<file path="src/rtl/uart_tx_8n1_if.sv">
// Handshake and line signals of the 8N1 UART transmitter.
// The host side drives the byte and the request; the transmitter drives
// the serial line and the status flags.
interface uart_tx_8n1_if;
  logic [7:0] dataIN;
  logic       startIN;
  logic       txOUT;
  logic       busyOUT;
  logic       doneOUT;

  modport master (
    output dataIN,
    output startIN,
    input  txOUT,
    input  busyOUT,
    input  doneOUT
  );

  modport slave (
    input  dataIN,
    input  startIN,
    output txOUT,
    output busyOUT,
    output doneOUT
  );
endinterface

</file>
<file path="src/rtl/uart_tx_8n1.sv">
// 8N1 UART transmitter: one start bit, eight data bits LSB first, one stop
// bit. Each bit lasts DIV = clkFreq/baudRate clock cycles. The line, busy
// and done flags are all registered, so txOUT never glitches.
module uart_tx_8n1 #(
  parameter int clkFreq  = 50_000_000,
  parameter int baudRate = 9600
) (
  input logic          clkIN,
  input logic          nResetIN,
  uart_tx_8n1_if.slave bus
);

  localparam int DIV = clkFreq / baudRate;
  localparam int CW  = (DIV >= 2) ? $clog2(DIV) : 1;
  localparam logic [CW-1:0] BAUD_LAST = CW'(DIV - 1);

  generate
    if (DIV < 2) begin : g_div_check
      $error("uart_tx_8n1: clkFreq/baudRate must be at least 2");
    end
  endgenerate

  localparam logic [1:0] IDLE  = 2'd0;
  localparam logic [1:0] START = 2'd1;
  localparam logic [1:0] DATA  = 2'd2;
  localparam logic [1:0] STOP  = 2'd3;

  logic [1:0]    state;
  logic [CW-1:0] baud_cnt;
  logic [2:0]    bit_cnt;
  logic [7:0]    shift;
  logic          tx;
  logic          busy;
  logic          done;
  logic          baud_end;

  assign baud_end    = (baud_cnt == BAUD_LAST);
  assign bus.txOUT   = tx;
  assign bus.busyOUT = busy;
  assign bus.doneOUT = done;

  // Frame sequencer: counts DIV cycles per bit and loads the next line
  // level one edge ahead so the registered output changes on bit boundaries.
  always_ff @(posedge clkIN) begin
    if (!nResetIN) begin
      state    <= IDLE;
      baud_cnt <= '0;
      bit_cnt  <= '0;
      shift    <= '0;
      tx       <= 1'b1;
      busy     <= 1'b0;
      done     <= 1'b0;
    end else begin
      done <= 1'b0;
      case (state)
        IDLE: begin
          if (bus.startIN) begin
            shift    <= bus.dataIN;
            baud_cnt <= '0;
            bit_cnt  <= '0;
            tx       <= 1'b0;
            busy     <= 1'b1;
            state    <= START;
          end
        end
        START: begin
          if (baud_end) begin
            baud_cnt <= '0;
            tx       <= shift[0];
            shift    <= {1'b0, shift[7:1]};
            state    <= DATA;
          end else begin
            baud_cnt <= baud_cnt + 1'b1;
          end
        end
        DATA: begin
          if (baud_end) begin
            baud_cnt <= '0;
            if (bit_cnt == 3'd7) begin
              tx    <= 1'b1;
              state <= STOP;
            end else begin
              bit_cnt <= bit_cnt + 3'd1;
              tx      <= shift[0];
              shift   <= {1'b0, shift[7:1]};
            end
          end else begin
            baud_cnt <= baud_cnt + 1'b1;
          end
        end
        STOP: begin
          if (baud_end) begin
            baud_cnt <= '0;
            busy     <= 1'b0;
            done     <= 1'b1;
            state    <= IDLE;
          end else begin
            baud_cnt <= baud_cnt + 1'b1;
          end
        end
        default: state <= IDLE;
      endcase
    end
  end

endmodule

</file>
<file path="src/flat_wrapper.sv">
// flat-port wrapper written by rule: the top's interface ports become plain ports
module uart_tx_8n1_flat 
#(
  parameter int clkFreq  = 50_000_000,
  parameter int baudRate = 9600
)
  (clkIN, nResetIN, bus_dataIN, bus_startIN, bus_txOUT, bus_busyOUT, bus_doneOUT);
  uart_tx_8n1_if bus_i ();
  input logic clkIN;
  input logic nResetIN;
  input wire logic [$bits(bus_i.dataIN)-1:0] bus_dataIN;
  input wire logic [$bits(bus_i.startIN)-1:0] bus_startIN;
  output wire logic [$bits(bus_i.txOUT)-1:0] bus_txOUT;
  output wire logic [$bits(bus_i.busyOUT)-1:0] bus_busyOUT;
  output wire logic [$bits(bus_i.doneOUT)-1:0] bus_doneOUT;
  assign bus_i.dataIN = bus_dataIN;
  assign bus_i.startIN = bus_startIN;
  assign bus_txOUT = bus_i.txOUT;
  assign bus_busyOUT = bus_i.busyOUT;
  assign bus_doneOUT = bus_i.doneOUT;
  uart_tx_8n1 #(.clkFreq(clkFreq), .baudRate(baudRate)) u_core (.clkIN(clkIN), .nResetIN(nResetIN), .bus(bus_i));
endmodule
</file>
<file path="config.mk">
export PLATFORM = sky130hd
export DESIGN_NAME = uart_tx_8n1_flat
export DESIGN_NICKNAME = d
export VERILOG_FILES = /design/src/rtl/uart_tx_8n1_if.sv /design/src/rtl/uart_tx_8n1.sv /design/src/flat_wrapper.sv
export SDC_FILE = /design/constraint.sdc
export NUM_CORES = 1
export LEC_CHECK = 0
export ABC_AREA = 1
export ABC_CLOCK_PERIOD_IN_PS = 1700
export BUFFER_PORTS_ARGS = -buffer_cell sky130_fd_sc_hd__buf_4
export CAP_MARGIN = 20
export CORE_MARGIN = 5
export CORE_UTILIZATION = 40
export DETAILED_ROUTE_END_ITERATION = 8
export PLACE_DENSITY_LB_ADDON = 0.25
export SLEW_MARGIN = 20
export SYNTH_ARGS = -nofsm -noshare
export SYNTH_HDL_FRONTEND = slang
export SYNTH_SLANG_ARGS = --single-unit
</file>
<file path="constraint.sdc">
create_clock -name clkIN -period 1.7 [get_ports clkIN]
set_clock_uncertainty 0.15 [all_clocks]
set_input_delay 0.085 -clock clkIN [delete_from_list [all_inputs] [get_ports clkIN]]
set_output_delay 0.085 -clock clkIN [all_outputs]
set_load 0.05 [all_outputs]
</file>
==> report_table.html, run 1 <==
<table>
<tr><th>Metric</th><th>Value</th></tr>
<tr><th colspan="2">Final layout</th></tr>
<tr><td>Most frequent standard cell in the layout excluding fill and tap cells</td><td>sky130_fd_sc_hd__nand2_1</td></tr>
<tr><td>Share of final-layout standard cells stronger than drive strength 1</td><td>0.3056</td></tr>
<tr><td>Net count, final</td><td>319</td></tr>
<tr><td>Post-layout utilization of the core</td><td>0.5832</td></tr>
<tr><td>Highest-count cells in the layout ignoring fill and taps</td><td>71 x sky130_fd_sc_hd__nand2_1, 34 x sky130_fd_sc_hd__buf_4, 25 x sky130_fd_sc_hd__nor2_1</td></tr>
<tr><td>Count of fill cells added during filler insertion</td><td>386</td></tr>
<tr><td>Relative area change from synthesis to final layout</td><td>40.57%</td></tr>
<tr><td>Antenna diode instance count</td><td>0</td></tr>
<tr><th colspan="2">Placement</th></tr>
<tr><td>Hpwl dp</td><td>2738 um</td></tr>
<tr><td>Final weighted congestion in routability-driven placement</td><td>0.8205</td></tr>
<tr><td>Count of buffers from port buffering</td><td>13</td></tr>
<tr><td>Setup Slack @ Placement</td><td>-34.49 ps</td></tr>
<tr><th colspan="2">Logic synthesis</th></tr>
<tr><td>Adder-Cell Fraction of Synth Area</td><td>0.05988</td></tr>
<tr><td>Synth Warn #</td><td>0</td></tr>
<tr><td>Mux cell area share after synthesis</td><td>0</td></tr>
<tr><td>Synthesized area per cell</td><td>6.633 um2</td></tr>
<tr><td>Sequential element share of the synthesized area</td><td>0.3473</td></tr>
<tr><td>Cell count after synthesis</td><td>252</td></tr>
<tr><td>Simple-gate share of the synthesized area</td><td>0.3847</td></tr>
<tr><td>Cell area after synthesis</td><td>around 0.0017 mm2</td></tr>
<tr><td>Compound-cell area share of the yosys netlist</td><td>0.1377</td></tr>
<tr><td>Parity-gate share of the synthesized area counting xor and xnor cells</td><td>0</td></tr>
<tr><td>Dominant combinational cell family by area after synthesis</td><td>simple AND/OR/NAND/NOR gates</td></tr>
<tr><td>#FFs+latches synth</td><td>29</td></tr>
<tr><td>Nets in the synthesized netlist</td><td>between 200 and 300</td></tr>
<tr><td>Number of distinct library cell variants in the gate-level netlist after synthesis</td><td>23</td></tr>
<tr><th colspan="2">Clock tree</th></tr>
<tr><td>Buffer levels on the longest clock path</td><td>2</td></tr>
<tr><td>CTS sink count</td><td>29</td></tr>
<tr><td>Htree depth</td><td>2</td></tr>
<tr><td>Insertion delay of the later-clocked pin in the worst-skew pair</td><td>280 ps</td></tr>
<tr><td>Clk root buf</td><td>sky130_fd_sc_hd__clkbuf_8</td></tr>
<tr><td>CTS tree</td><td>built</td></tr>
<tr><td>Reg clk slew, reported paths</td><td>70 ps</td></tr>
<tr><td>Inserted Clock Buffers</td><td>5</td></tr>
<tr><th colspan="2">Floorplan</th></tr>
<tr><td>Std-Cell Rows</td><td>23</td></tr>
<tr><td>Die Outline Area</td><td>roughly 0.0056 mm2</td></tr>
<tr><td>Vert. Die Dim</td><td>between 70 and 80 um</td></tr>
<tr><td>Initial Util</td><td>0.4149</td></tr>
<tr><td>Placeable Area</td><td>a little over 0.004 mm2</td></tr>
<tr><td>Top-level port count</td><td>14</td></tr>
<tr><td>Die Width</td><td>74.65 um</td></tr>
<tr><th colspan="2">STA</th></tr>
<tr><td>Finish-stage setup viols</td><td>0</td></tr>
<tr><td>Setup_tns</td><td>0 ps</td></tr>
<tr><td>Endpoints failing hold</td><td>0</td></tr>
<tr><td>Final worst setup slack</td><td>31.30 ps</td></tr>
<tr><td>Final worst-path cycle share</td><td>0.9816</td></tr>
<tr><td>Headroom to the max-slew limit</td><td>0.6589</td></tr>
<tr><td>Maximum operating frequency</td><td>599.3 MHz</td></tr>
<tr><td>Least-Margin Pin Slew</td><td>511.1 ps</td></tr>
<tr><td>Post-Route Hold Slack</td><td>322.1 ps</td></tr>
<tr><td>Total count of max-transition violations in the final report</td><td>0</td></tr>
<tr><td>Setup repair after global routing missed its margin</td><td>true</td></tr>
<tr><td>Final worst path period need</td><td>1669 ps</td></tr>
<tr><th colspan="2">Drt</th></tr>
<tr><td>Number of remaining DRC errors</td><td>0</td></tr>
<tr><td>First DRT Iteration DRCs</td><td>71</td></tr>
<tr><td>Routed vias/inst</td><td>approximately 4.8</td></tr>
<tr><td>Count of nets left with antenna violations after detail routing</td><td>0</td></tr>
<tr><td>Final WL</td><td>3971 um</td></tr>
<tr><td>Routed via count</td><td>1685</td></tr>
<tr><td>Drt first pass iters</td><td>4</td></tr>
<tr><td>Post-detailed-route wirelength per cell</td><td>11.31 um</td></tr>
<tr><th colspan="2">Pwr</th></tr>
<tr><td>Power density normalized to cell area</td><td>between 1000 and 1500 mW/mm2</td></tr>
<tr><td>Overall power after layout</td><td>0.003272 W</td></tr>
<tr><td>Peak VDD IR</td><td>between 0.8 and 0.9 mV</td></tr>
<tr><td>Pleak</td><td>1.057 nW</td></tr>
<tr><th colspan="2">Worst setup path</th></tr>
<tr><td>R2r setup slk</td><td>about 31 ps</td></tr>
<tr><td>Data arrival time of the critical path</td><td>between 1500 and 2000 ps</td></tr>
<tr><td>Worst setup SP type</td><td>flop</td></tr>
<tr><td>Worst setup path startpoint</td><td>u_core.baud_cnt[1]</td></tr>
<tr><td>Reg2reg end</td><td>u_core.shift[0]</td></tr>
<tr><td>Worst reg2reg path depth</td><td>10</td></tr>
<tr><td>Highest fanout seen on the critical path</td><td>7</td></tr>
<tr><td>Capture point of the critical path</td><td>u_core.shift[0]</td></tr>
<tr><td>Worst Path Class, Setup</td><td>reg -&gt; reg</td></tr>
<tr><td>CP Data Required Time</td><td>1730 ps</td></tr>
<tr><td>Source of the worst register-to-register timing path</td><td>u_core.baud_cnt[1]</td></tr>
<tr><td>Worst Setup End Kind</td><td>flop</td></tr>
<tr><th colspan="2">Hold path</th></tr>
<tr><td>Type of the worst min-delay path</td><td>reg -&gt; reg</td></tr>
<tr><td>Source of the worst hold timing path</td><td>u_core.bus.busyOUT</td></tr>
<tr><th colspan="2">GRT</th></tr>
<tr><td>Number of antenna violations at the first check in global routing</td><td>0</td></tr>
<tr><td>First-pass GRT wire length</td><td>6913 um</td></tr>
<tr><td>Total Routing Usage GR</td><td>0.1612</td></tr>
<tr><td>Maximum number of pins on one net before global-route repair</td><td>17</td></tr>
<tr><td>GR Overflow Total</td><td>0</td></tr>
<tr><td>Number of global-route vias before repair</td><td>1651</td></tr>
<tr><th colspan="2">Job</th></tr>
<tr><td>Number of max-capacitance violations reported</td><td>0</td></tr>
<tr><th colspan="2">Status</th></tr>
<tr><td>Run status</td><td>finished clean</td></tr>
</table>
-- routing by layer --
metal | wire, um | global-route usage
met1 | 1908 | 0.1938
met2 | 1893 | 0.2722
met3 | 98 | 0.03338
met4 | 70 | 0.08103
met5 | 0 | 0
-- worst max-delay path, cell delays in order (launching register included) --
cell and delay, ps:
sky130_fd_sc_hd__dfxtp_2 350, sky130_fd_sc_hd__ha_4 150, sky130_fd_sc_hd__nand2_4 60, sky130_fd_sc_hd__nor2_4 100, sky130_fd_sc_hd__nand3_4 150, sky130_fd_sc_hd__nand2_4 140, sky130_fd_sc_hd__nand2_4 70, sky130_fd_sc_hd__nor2_4 130
sky130_fd_sc_hd__nand2_4 110, sky130_fd_sc_hd__nor2_4 130, sky130_fd_sc_hd__nor2_2 30
-- repair_timing --
action,CTS,global route
hold endpoints to repair,14,0
resized for setup,4,42
pin swaps,0,18
buffers inserted,1,0
hold buffers,10,0
endpoints found under the setup margin,10,28
gates cloned,0,1
-- report_power, final --
part	total (W)	internal, W	switching (W)
clock network	0.000743	0.000477	0.000265
logic	0.00163	0.000637	0.000997
registers	0.000895	0.000819	0.0000759
-- state kept, by name (all words and copies together), names as in the netlist --
name                cells
u_core.state            2
u_core.bus.busyOUT      1
u_core.shift            8
u_core.baud_cnt        13
u_core.bit_cnt          3
u_core.bus.doneOUT      1
u_core.bus.txOUT        1
-- cells in the mapped netlist, drive strengths merged --
| library cell | number | area, um2 |
|---|---|---|
| a211oi | 1 | 7.510 |
| a21oi | 21 | 105.1 |
| clkbuf | 5 | 20.01 |
| clkinv | 1 | 3.750 |
| dfxtp | 29 | 580.6 |
| ha | 8 | 100.1 |
| inv | 25 | 93.84 |
| nand2 | 82 | 342.8 |
| nand3 | 14 | 95.09 |
| nand4 | 3 | 18.77 |
| nor2 | 40 | 165.2 |
| nor3 | 3 | 15.01 |
| o211ai | 1 | 7.510 |
| o21ai | 10 | 50.05 |
| o21bai | 7 | 52.55 |
| o31ai | 1 | 7.510 |
| or2 | 1 | 6.260 |
-- logic make-up (layout without fill, tap and decap cells) --
family	after synthesis	in the layout
AOI/OAI and AO/OA	41	41
buffers and inverters	31	79
adders and majority gates	8	8
DFF	29	29
and+or+nand+nor	143	144
-- cell type report --
| type | count | area, um2 | area share |
|---|---|---|---|
| multi-input combinational | 193 | 1115 | 0.4744 |
| clock buffer | 7 | 86.33 | 0.03674 |
| clock inverter | 1 | 30.03 | 0.01278 |
| tap | 50 | 62.56 | 0.02662 |
| timing repair buffer | 45 | 366.6 | 0.1560 |
| sequential | 29 | 588.1 | 0.2503 |
| inverter | 26 | 101.3 | 0.04313 |
-- worst min path at each step --
stage,to,slack (ps),cells past startpoint
floorplan,u_core.shift[3],60,2
global placement,u_core.bus.busyOUT,240,3
detailed placement,u_core.bus.busyOUT,240,3
CTS,u_core.bus.busyOUT,320,2
global route,u_core.baud_cnt[11],360,2
finish,u_core.bus.busyOUT,320,2
-- metrics by stage --
stage / instances / cell area (um2)
finish: 351 / 2350
global route: 351 / 2350
CTS: 350 / 2203
detailed placement: 331 / 1972
global placement: 331 / 1972
floorplan: 252 / 1674
Power figures use the tool's default switching activity.
==> run 2, diff against run 1 <==
--- a/config.mk
+++ b/config.mk
@@ -13,6 +13,7 @@
 export CORE_UTILIZATION = 40
 export DETAILED_ROUTE_END_ITERATION = 8
 export PLACE_DENSITY_LB_ADDON = 0.25
+export SETUP_SLACK_MARGIN = 0.4
 export SLEW_MARGIN = 20
 export SYNTH_ARGS = -nofsm -noshare
 export SYNTH_HDL_FRONTEND = slang
==> report_table.html, run 2 (same netlist as run 1, synthesis figures left out) <==
<table>
<tr><th>Metric</th><th>Value</th></tr>
<tr><th colspan="2">Status</th></tr>
<tr><td>Run status</td><td>finished with violations</td></tr>
<tr><td>Violations in the final reports</td><td>hold timing</td></tr>
<tr><th colspan="2">Drt</th></tr>
<tr><td>Drt first pass iters</td><td>4</td></tr>
<tr><td>Final WL</td><td>3952 um</td></tr>
<tr><td>Routed via count</td><td>1681</td></tr>
<tr><td>Count of nets left with antenna violations after detail routing</td><td>0</td></tr>
<tr><td>Number of remaining DRC errors</td><td>0</td></tr>
<tr><td>Post-detailed-route wirelength per cell</td><td>11.46 um</td></tr>
<tr><td>First DRT Iteration DRCs</td><td>66</td></tr>
<tr><td>Routed vias/inst</td><td>a little under 5</td></tr>
<tr><th colspan="2">Worst setup path</th></tr>
<tr><td>Data arrival time of the critical path</td><td>about 1700 ps</td></tr>
<tr><td>Reg2reg end</td><td>u_core.shift[5]</td></tr>
<tr><td>Worst reg2reg path depth</td><td>10</td></tr>
<tr><td>Source of the worst register-to-register timing path</td><td>u_core.baud_cnt[1]</td></tr>
<tr><td>Worst Path Class, Setup</td><td>reg -&gt; reg</td></tr>
<tr><td>Highest fanout seen on the critical path</td><td>7</td></tr>
<tr><td>Worst Setup End Kind</td><td>flop</td></tr>
<tr><td>Worst setup path startpoint</td><td>u_core.baud_cnt[1]</td></tr>
<tr><td>R2r setup slk</td><td>70 ps</td></tr>
<tr><td>CP Data Required Time</td><td>between 1500 and 2000 ps</td></tr>
<tr><td>Worst setup SP type</td><td>flop</td></tr>
<tr><th colspan="2">Floorplan</th></tr>
<tr><td>Initial Util</td><td>0.4149</td></tr>
<tr><td>Placeable Area</td><td>0.004029 mm2</td></tr>
<tr><td>Die Width</td><td>74.65 um</td></tr>
<tr><td>Top-level port count</td><td>14</td></tr>
<tr><td>Vert. Die Dim</td><td>74.65 um</td></tr>
<tr><td>Std-Cell Rows</td><td>23</td></tr>
<tr><td>Die Outline Area</td><td>0.005572 mm2</td></tr>
<tr><th colspan="2">Placement</th></tr>
<tr><td>Count of buffers from port buffering</td><td>13</td></tr>
<tr><td>Hpwl dp</td><td>2624 um</td></tr>
<tr><td>Total cell area at the placement stage</td><td>between 0.0015 and 0.002 mm2</td></tr>
<tr><td>Final weighted congestion in routability-driven placement</td><td>between 0.8 and 0.9</td></tr>
<tr><td>Setup Slack @ Placement</td><td>roughly 32 ps</td></tr>
<tr><th colspan="2">GRT</th></tr>
<tr><td>GR Overflow Total</td><td>0</td></tr>
<tr><td>Number of global-route vias before repair</td><td>1561</td></tr>
<tr><td>First-pass GRT wire length</td><td>6796 um</td></tr>
<tr><td>Number of antenna violations at the first check in global routing</td><td>0</td></tr>
<tr><td>Maximum number of pins on one net before global-route repair</td><td>17</td></tr>
<tr><td>Total Routing Usage GR</td><td>0.1565</td></tr>
<tr><th colspan="2">Final layout</th></tr>
<tr><td>Number of flip-flops in the largest register</td><td>13</td></tr>
<tr><td>Top Registers</td><td>u_core.baud_cnt x13, u_core.shift x8, u_core.bit_cnt x3</td></tr>
<tr><td>Register ranked first by flip-flop count</td><td>u_core.baud_cnt</td></tr>
<tr><td>Non-Filler Cell Area, Final</td><td>0.002354 mm2</td></tr>
<tr><td>Share of final-layout standard cells stronger than drive strength 1</td><td>0.3356</td></tr>
<tr><td>Net count, final</td><td>314</td></tr>
<tr><td>Most frequent standard cell in the layout excluding fill and tap cells</td><td>sky130_fd_sc_hd__nand2_1</td></tr>
<tr><td>Relative area change from synthesis to final layout</td><td>40.79%</td></tr>
<tr><td>Antenna diode instance count</td><td>0</td></tr>
<tr><td>Highest-count cells in the layout ignoring fill and taps</td><td>69 x sky130_fd_sc_hd__nand2_1, 33 x sky130_fd_sc_hd__buf_4, 28 x sky130_fd_sc_hd__nor2_1</td></tr>
<tr><th colspan="2">Hold path</th></tr>
<tr><td>Type of the worst min-delay path</td><td>in -&gt; reg</td></tr>
<tr><td>Source of the worst hold timing path</td><td>nResetIN</td></tr>
<tr><td>Sink of the worst hold path</td><td>u_core.bus.txOUT</td></tr>
<tr><td>Number of cells traversed by the worst hold path</td><td>2</td></tr>
<tr><th colspan="2">Clock tree</th></tr>
<tr><td>Number of buffers inserted by hold repair at cts</td><td>5</td></tr>
<tr><td>Htree depth</td><td>2</td></tr>
<tr><td>Buffer levels on the longest clock path</td><td>2</td></tr>
<tr><td>CTS sink count</td><td>29</td></tr>
<tr><td>Reg clk slew, reported paths</td><td>about 60 ps</td></tr>
<tr><td>Clk root buf</td><td>sky130_fd_sc_hd__clkbuf_8</td></tr>
<tr><td>Insertion delay of the later-clocked pin in the worst-skew pair</td><td>280 ps</td></tr>
<tr><td>Inserted Clock Buffers</td><td>5</td></tr>
<tr><td>CTS tree</td><td>built</td></tr>
<tr><th colspan="2">Pwr</th></tr>
<tr><td>Pleak</td><td>1.027 nW</td></tr>
<tr><td>Power density normalized to cell area</td><td>1350 mW/mm2</td></tr>
<tr><td>Peak VDD IR</td><td>0.9948 mV</td></tr>
<tr><td>Overall power after layout</td><td>0.003176 W</td></tr>
<tr><th colspan="2">STA</th></tr>
<tr><td>Setup_tns</td><td>0 ps</td></tr>
<tr><td>Post-Route Hold Slack</td><td>-47.81 ps</td></tr>
<tr><td>Endpoints failing hold</td><td>11</td></tr>
<tr><td>Headroom to the max-slew limit</td><td>0.6224</td></tr>
<tr><td>Least-Margin Pin Slew</td><td>565.7 ps</td></tr>
<tr><td>Final worst-path cycle share</td><td>0.9579</td></tr>
<tr><td>Total count of max-transition violations in the final report</td><td>0</td></tr>
<tr><td>Maximum operating frequency</td><td>between 600 and 700 MHz</td></tr>
<tr><td>Final worst path period need</td><td>1628 ps</td></tr>
<tr><td>Setup repair after global routing missed its margin</td><td>true</td></tr>
<tr><td>Final worst setup slack</td><td>71.59 ps</td></tr>
<tr><td>Finish-stage setup viols</td><td>0</td></tr>
<tr><th colspan="2">Job</th></tr>
<tr><td>Number of max-capacitance violations reported</td><td>0</td></tr>
</table>
-- run 2: cell count changes in the layout (fill, tap and decap cells not counted), sizes merged --
| cell | previous run | this run |
|---|---|---|
| clkinvlp | 1 | 0 |
| nand2 | 83 | 82 |
| dlygate4sd3 | 10 | 5 |
| buf | 35 | 36 |
| clkinv | 0 | 1 |
| bufinv | 1 | 0 |
-- run 2: through the flow --
step / std cells / utilization
after detailed placement: 322 / 0.4957
after CTS: 343 / 0.5621
after floorplan: 252 / -
final: 345 / 0.5842
after global placement: 322 / 0.4957
after global routing: 345 / 0.5842
-- run 2: area by class of cell --
| type | count | area, um2 |
|---|---|---|
| clock buffers | 7 | 86.33 |
| fillers | 376 | 1675 |
| inverters | 26 | 113.9 |
| multi-input cells | 192 | 1165 |
| flip-flops and latches | 29 | 594.3 |
| well taps | 50 | 62.56 |
| repair buffers | 41 | 331.6 |
-- run 2: how the worst max path moves through the flow --
stage	to	slack, ps	cells after the start
after floorplan	u_core.shift[0]	160	10
after global placement	u_core.shift[7]	40	9
after detailed placement	u_core.shift[7]	30	10
after CTS	u_core.shift[5]	90	10
after global routing	u_core.shift[3]	-20	10
final	u_core.shift[5]	70	10
-- run 2: power by group --
group | internal [W] | switching [W]
registers | 0.000824 | 0.0000929
logic | 0.000686 | 0.000997
clock network | 0.000321 | 0.000255
total | 0.00183 | 0.00135
-- run 2: worst max-delay path, cell delays in order, from the launching register on --
cell and delay (ps):
sky130_fd_sc_hd__dfxtp_4 360, sky130_fd_sc_hd__ha_4 150, sky130_fd_sc_hd__nand2_4 60, sky130_fd_sc_hd__nor2_4 90, sky130_fd_sc_hd__nand3_4 140, sky130_fd_sc_hd__nand2_4 130
sky130_fd_sc_hd__nand2_8 70, sky130_fd_sc_hd__nor2_4 110, sky130_fd_sc_hd__nand2_4 100, sky130_fd_sc_hd__nor2_1 110, sky130_fd_sc_hd__nor2_1 60
-- run 2: what timing repair did --
| action | 4_1_cts | 5_1_grt |
|---|---|---|
| gates cloned | 0 | 0 |
| resized for setup | 22 | 23 |
| pin swaps | 4 | 6 |
| endpoints found under the setup margin | 28 | 29 |
| hold endpoints to repair | 14 | 9 |
| buffers inserted | 9 | 2 |
-- run 2: layer usage --
metal	vias up	wire [um]	global-route usage
li1	892	-	-
met1	750	1804	0.1922
met2	31	1928	0.2634
met3	8	161	0.04806
met4	0	57	0.04743
met5	-	0	0
==> run 3, diff against run 2 <==
--- a/config.mk
+++ b/config.mk
@@ -5,7 +5,7 @@
 export SDC_FILE = /design/constraint.sdc
 export NUM_CORES = 1
 export LEC_CHECK = 0
-export ABC_AREA = 1
+export ABC_AREA = 0
 export ABC_CLOCK_PERIOD_IN_PS = 1700
 export BUFFER_PORTS_ARGS = -buffer_cell sky130_fd_sc_hd__buf_4
 export CAP_MARGIN = 20
==> report_table.html, run 3 <==
<table>
<tr><th>Metric</th><th>Value</th></tr>
<tr><th colspan="2">Worst setup path</th></tr>
<tr><td>CP Data Required Time</td><td>~1700 ps</td></tr>
<tr><td>Highest fanout seen on the critical path</td><td>5</td></tr>
<tr><td>Worst setup SP type</td><td>flop</td></tr>
<tr><td>Worst Path Class, Setup</td><td>reg -&gt; reg</td></tr>
<tr><td>Worst Setup End Kind</td><td>flop</td></tr>
<tr><td>Data arrival time of the critical path</td><td>1840 ps</td></tr>
<tr><th colspan="2">Logic synthesis</th></tr>
<tr><td>Mux cell area share after synthesis</td><td>0.1110</td></tr>
<tr><td>Dominant combinational cell family by area after synthesis</td><td>simple AND/OR/NAND/NOR gates</td></tr>
<tr><td>Synthesized area per cell</td><td>roughly 8.9 um2</td></tr>
<tr><td>Cell types with the highest counts after synthesis</td><td>29 x sky130_fd_sc_hd__dfxtp_1, 24 x sky130_fd_sc_hd__nand2_1, 10 x sky130_fd_sc_hd__mux2i_1</td></tr>
<tr><td>Sequential element share of the synthesized area</td><td>0.3602</td></tr>
<tr><td>Number of distinct library cell variants in the gate-level netlist after synthesis</td><td>41</td></tr>
<tr><td>#FFs+latches synth</td><td>29</td></tr>
<tr><td>Post-synth ARST share</td><td>0</td></tr>
<tr><td>Most frequently used flop master after synthesis</td><td>sky130_fd_sc_hd__dfxtp_1</td></tr>
<tr><td>Parity-gate share of the synthesized area counting xor and xnor cells</td><td>0.02174</td></tr>
<tr><td>Simple-gate share of the synthesized area</td><td>0.2368</td></tr>
<tr><td>Nets in the synthesized netlist</td><td>200</td></tr>
<tr><td>Number of enable flip-flop cells after synthesis</td><td>0</td></tr>
<tr><td>Cell types occupying the most area after synthesis</td><td>sky130_fd_sc_hd__dfxtp_1 36%, sky130_fd_sc_hd__ha_1 6.2%, sky130_fd_sc_hd__mux2i_1 6.2%</td></tr>
<tr><td>Cell type with the highest aggregate area in the netlist</td><td>sky130_fd_sc_hd__dfxtp_1</td></tr>
<tr><td>Most frequently used cell type in the post-synthesis netlist</td><td>sky130_fd_sc_hd__dfxtp_1</td></tr>
<tr><td>Compound-cell area share of the yosys netlist</td><td>0.1669</td></tr>
<tr><td>Top cell type's share of synthesized area</td><td>0.3602</td></tr>
<tr><td>Synth Warn #</td><td>0</td></tr>
<tr><td>Cell area after synthesis</td><td>0.001612 mm2</td></tr>
<tr><td>Adder-Cell Fraction of Synth Area</td><td>0.06211</td></tr>
<tr><td>Cell count after synthesis</td><td>181</td></tr>
<tr><th colspan="2">STA</th></tr>
<tr><td>Final worst setup slack</td><td>-119.1 ps</td></tr>
<tr><td>Post-Route Hold Slack</td><td>34.80 ps</td></tr>
<tr><td>Final worst path period need</td><td>between 1500 and 2000 ps</td></tr>
<tr><td>Maximum operating frequency</td><td>549.7 MHz</td></tr>
<tr><td>Finish-stage setup viols</td><td>19</td></tr>
<tr><td>Least-Margin Pin Slew</td><td>300.3 ps</td></tr>
<tr><td>Headroom to the max-slew limit</td><td>0.7989</td></tr>
<tr><td>Setup repair after global routing missed its margin</td><td>true</td></tr>
<tr><td>Endpoints failing hold</td><td>0</td></tr>
<tr><td>Final worst-path cycle share</td><td>1.070</td></tr>
<tr><td>Total count of max-transition violations in the final report</td><td>0</td></tr>
<tr><th colspan="2">Floorplan</th></tr>
<tr><td>Initial Util</td><td>0.4088</td></tr>
<tr><td>Std-Cell Rows</td><td>23</td></tr>
<tr><td>Die Width</td><td>around 73 um</td></tr>
<tr><td>Die Outline Area</td><td>around 0.0054 mm2</td></tr>
<tr><td>Vert. Die Dim</td><td>73.48 um</td></tr>
<tr><td>Top-level port count</td><td>14</td></tr>
<tr><td>Placeable Area</td><td>0.003943 mm2</td></tr>
<tr><th colspan="2">Clock tree</th></tr>
<tr><td>Clk root buf</td><td>sky130_fd_sc_hd__clkbuf_8</td></tr>
<tr><td>Reg clk slew, reported paths</td><td>70 ps</td></tr>
<tr><td>Insertion delay of the later-clocked pin in the worst-skew pair</td><td>290 ps</td></tr>
<tr><td>CTS tree</td><td>built</td></tr>
<tr><td>CTS sink count</td><td>29</td></tr>
<tr><td>Inserted Clock Buffers</td><td>5</td></tr>
<tr><td>Htree depth</td><td>2</td></tr>
<tr><td>Buffer levels on the longest clock path</td><td>2</td></tr>
<tr><th colspan="2">Drt</th></tr>
<tr><td>Count of nets left with antenna violations after detail routing</td><td>0</td></tr>
<tr><td>Post-detailed-route wirelength per cell</td><td>14.72 um</td></tr>
<tr><td>Routed vias/inst</td><td>5.485</td></tr>
<tr><td>Number of remaining DRC errors</td><td>0</td></tr>
<tr><td>Final WL</td><td>about 4300 um</td></tr>
<tr><td>Drt first pass iters</td><td>4</td></tr>
<tr><td>First DRT Iteration DRCs</td><td>49</td></tr>
<tr><td>Routed via count</td><td>1607</td></tr>
<tr><th colspan="2">Final layout</th></tr>
<tr><td>Antenna diode instance count</td><td>0</td></tr>
<tr><td>Highest-count cells in the layout ignoring fill and taps</td><td>53 x sky130_fd_sc_hd__buf_4, 24 x sky130_fd_sc_hd__nand2_1, 22 x sky130_fd_sc_hd__dfxtp_1</td></tr>
<tr><td>Net count, final</td><td>~260</td></tr>
<tr><td>Count of fill cells added during filler insertion</td><td>342</td></tr>
<tr><td>Share of final-layout standard cells stronger than drive strength 1</td><td>0.4486</td></tr>
<tr><td>Top Registers</td><td>u_core.baud_cnt x13, u_core.shift x8, u_core.bit_cnt x3</td></tr>
<tr><td>Number of flip-flops in the largest register</td><td>13</td></tr>
<tr><td>Most frequent standard cell in the layout excluding fill and tap cells</td><td>sky130_fd_sc_hd__buf_4</td></tr>
<tr><td>Count of non-filler cells in the finished layout</td><td>between 200 and 300</td></tr>
<tr><td>Relative area change from synthesis to final layout</td><td>48.37%</td></tr>
<tr><td>Post-layout utilization of the core</td><td>0.6065</td></tr>
<tr><td>Register ranked first by flip-flop count</td><td>u_core.baud_cnt</td></tr>
<tr><th colspan="2">Pwr</th></tr>
<tr><td>Part of the total power dissipated in sequential elements</td><td>0.313</td></tr>
<tr><td>Share of power burned in the clock network</td><td>0.254</td></tr>
<tr><td>Pleak</td><td>0.9924 nW</td></tr>
<tr><td>Power density normalized to cell area</td><td>approximately 1200 mW/mm2</td></tr>
<tr><td>Overall power after layout</td><td>0.002949 W</td></tr>
<tr><td>Internal power component</td><td>0.001997 W</td></tr>
<tr><td>Part of the power in combinational logic</td><td>0.432</td></tr>
<tr><td>Peak VDD IR</td><td>0.7228 mV</td></tr>
<tr><td>Proportion of total power due to net switching</td><td>0.3229</td></tr>
<tr><td>Power spent charging and discharging nets</td><td>0.0009523 W</td></tr>
<tr><th colspan="2">Job</th></tr>
<tr><td>Number of max-capacitance violations reported</td><td>0</td></tr>
<tr><th colspan="2">GRT</th></tr>
<tr><td>Number of global-route vias before repair</td><td>1567</td></tr>
<tr><td>Number of antenna violations at the first check in global routing</td><td>0</td></tr>
<tr><td>Total Routing Usage GR</td><td>0.1653</td></tr>
<tr><td>GR Overflow Total</td><td>0</td></tr>
<tr><td>First-pass GRT wire length</td><td>6962 um</td></tr>
<tr><td>Maximum number of pins on one net before global-route repair</td><td>17</td></tr>
<tr><th colspan="2">Placement</th></tr>
<tr><td>Hpwl dp</td><td>around 3000 um</td></tr>
<tr><td>Placed Instances</td><td>274</td></tr>
<tr><td>Count of buffers from port buffering</td><td>13</td></tr>
<tr><td>Final weighted congestion in routability-driven placement</td><td>0.9289</td></tr>
<tr><td>Setup Slack @ Placement</td><td>-143.5 ps</td></tr>
<tr><th colspan="2">Hold path</th></tr>
<tr><td>Type of the worst min-delay path</td><td>in -&gt; reg</td></tr>
<tr><th colspan="2">Status</th></tr>
<tr><td>Violations in the final reports</td><td>setup timing</td></tr>
<tr><td>Run status</td><td>finished with violations</td></tr>
</table>
-- run 3: changes by cell type in the layout (fill, tap and decap cells not counted), sizes merged, moves of 7 or more --
cell	before	now
nor2	40	7
buf	36	59
nand3	14	7
a21oi	21	9
or3	0	7
o21bai	7	0
mux2i	0	10
inv	25	8
nand2	82	24
mux2	0	7
-- run 3: power groups by stage --
stage,clock network [W],logic [W],registers [W]
finish,0.000750,0.00127,0.000924
global route,0.000806,0.00138,0.000936
CTS,0.000764,0.00117,0.000917
detailed placement,0,0.00111,0.000935
global placement,0,0.00108,0.000920
floorplan,0,0.000702,0.000980
-- run 3: worst max-delay path, cell delays in order (launching register included) --
cell	delay (ps)
sky130_fd_sc_hd__dfxtp_2	350
sky130_fd_sc_hd__inv_2	80
sky130_fd_sc_hd__buf_4	120
sky130_fd_sc_hd__ha_2	210
sky130_fd_sc_hd__nor3_1	60
sky130_fd_sc_hd__a31oi_1	270
sky130_fd_sc_hd__a211oi_2	60
sky130_fd_sc_hd__buf_4	150
sky130_fd_sc_hd__o221a_2	260
-- run 3: through the flow --
step / TNS [ps] / area [um2]
3_3_place_gp: -1079 / 2083
6_report: -1153 / 2391
5_1_grt: -2765 / 2391
4_1_cts: -1433 / 2291
3_5_place_dp: -1619 / 2083
2_1_floorplan: -537.9 / 1702
-- run 3: worst paths after layout --
path | start | end | slack [ps] | cells past startpoint
worst max-delay path | u_core.state[1] | u_core.state[0] | -120 | 8
worst min-delay path | bus_dataIN[1] | u_core.shift[1] | 30 | 4
worst max register to register | u_core.state[1] | u_core.state[0] | -120 | 8
worst min register to register | u_core.shift[7] | u_core.shift[7] | 310 | 2
-- run 3: routing by layer --
metal,global-route usage,share of wire,wire (um),vias to the layer above
met5,0,0,0,-
met4,0.06237,0.018,77,0
met3,0.04241,0.032,140,8
met2,0.2963,0.52,2260,32
met1,0.1855,0.43,1834,778
li1,-,-,-,789
-- run 3: what timing repair did --
action,CTS,global route
endpoints found under the hold margin,3,0
resized for setup,13,15
buffers inserted,5,3
hold buffers,2,0
setup endpoints to repair,29,29
gates cloned,0,1
pin swaps,6,5
-- run 3: cell families after synthesis --
| family | count (synthesis) |
|---|---|
| multiplexers | 17 |
| buffers and inverters | 15 |
| XOR/XNOR | 4 |
| AO/OA/AOI/OAI | 40 |
| flip-flops | 29 |
| AND/OR/NAND/NOR | 68 |
| adder cells (fa/ha/maj) | 8 |
-- run 3: layout make-up --
cell class / instances / area (um2) / share of cell area
clock buffer: 7 / 86.33 / 0.03611
clock inverter: 1 / 30.03 / 0.01256
inverter: 8 / 32.53 / 0.01361
multi-input combinational: 137 / 1097 / 0.4589
sequential: 29 / 596.8 / 0.2496
tap: 50 / 62.56 / 0.02616
timing repair buffer: 61 / 485.5 / 0.2030
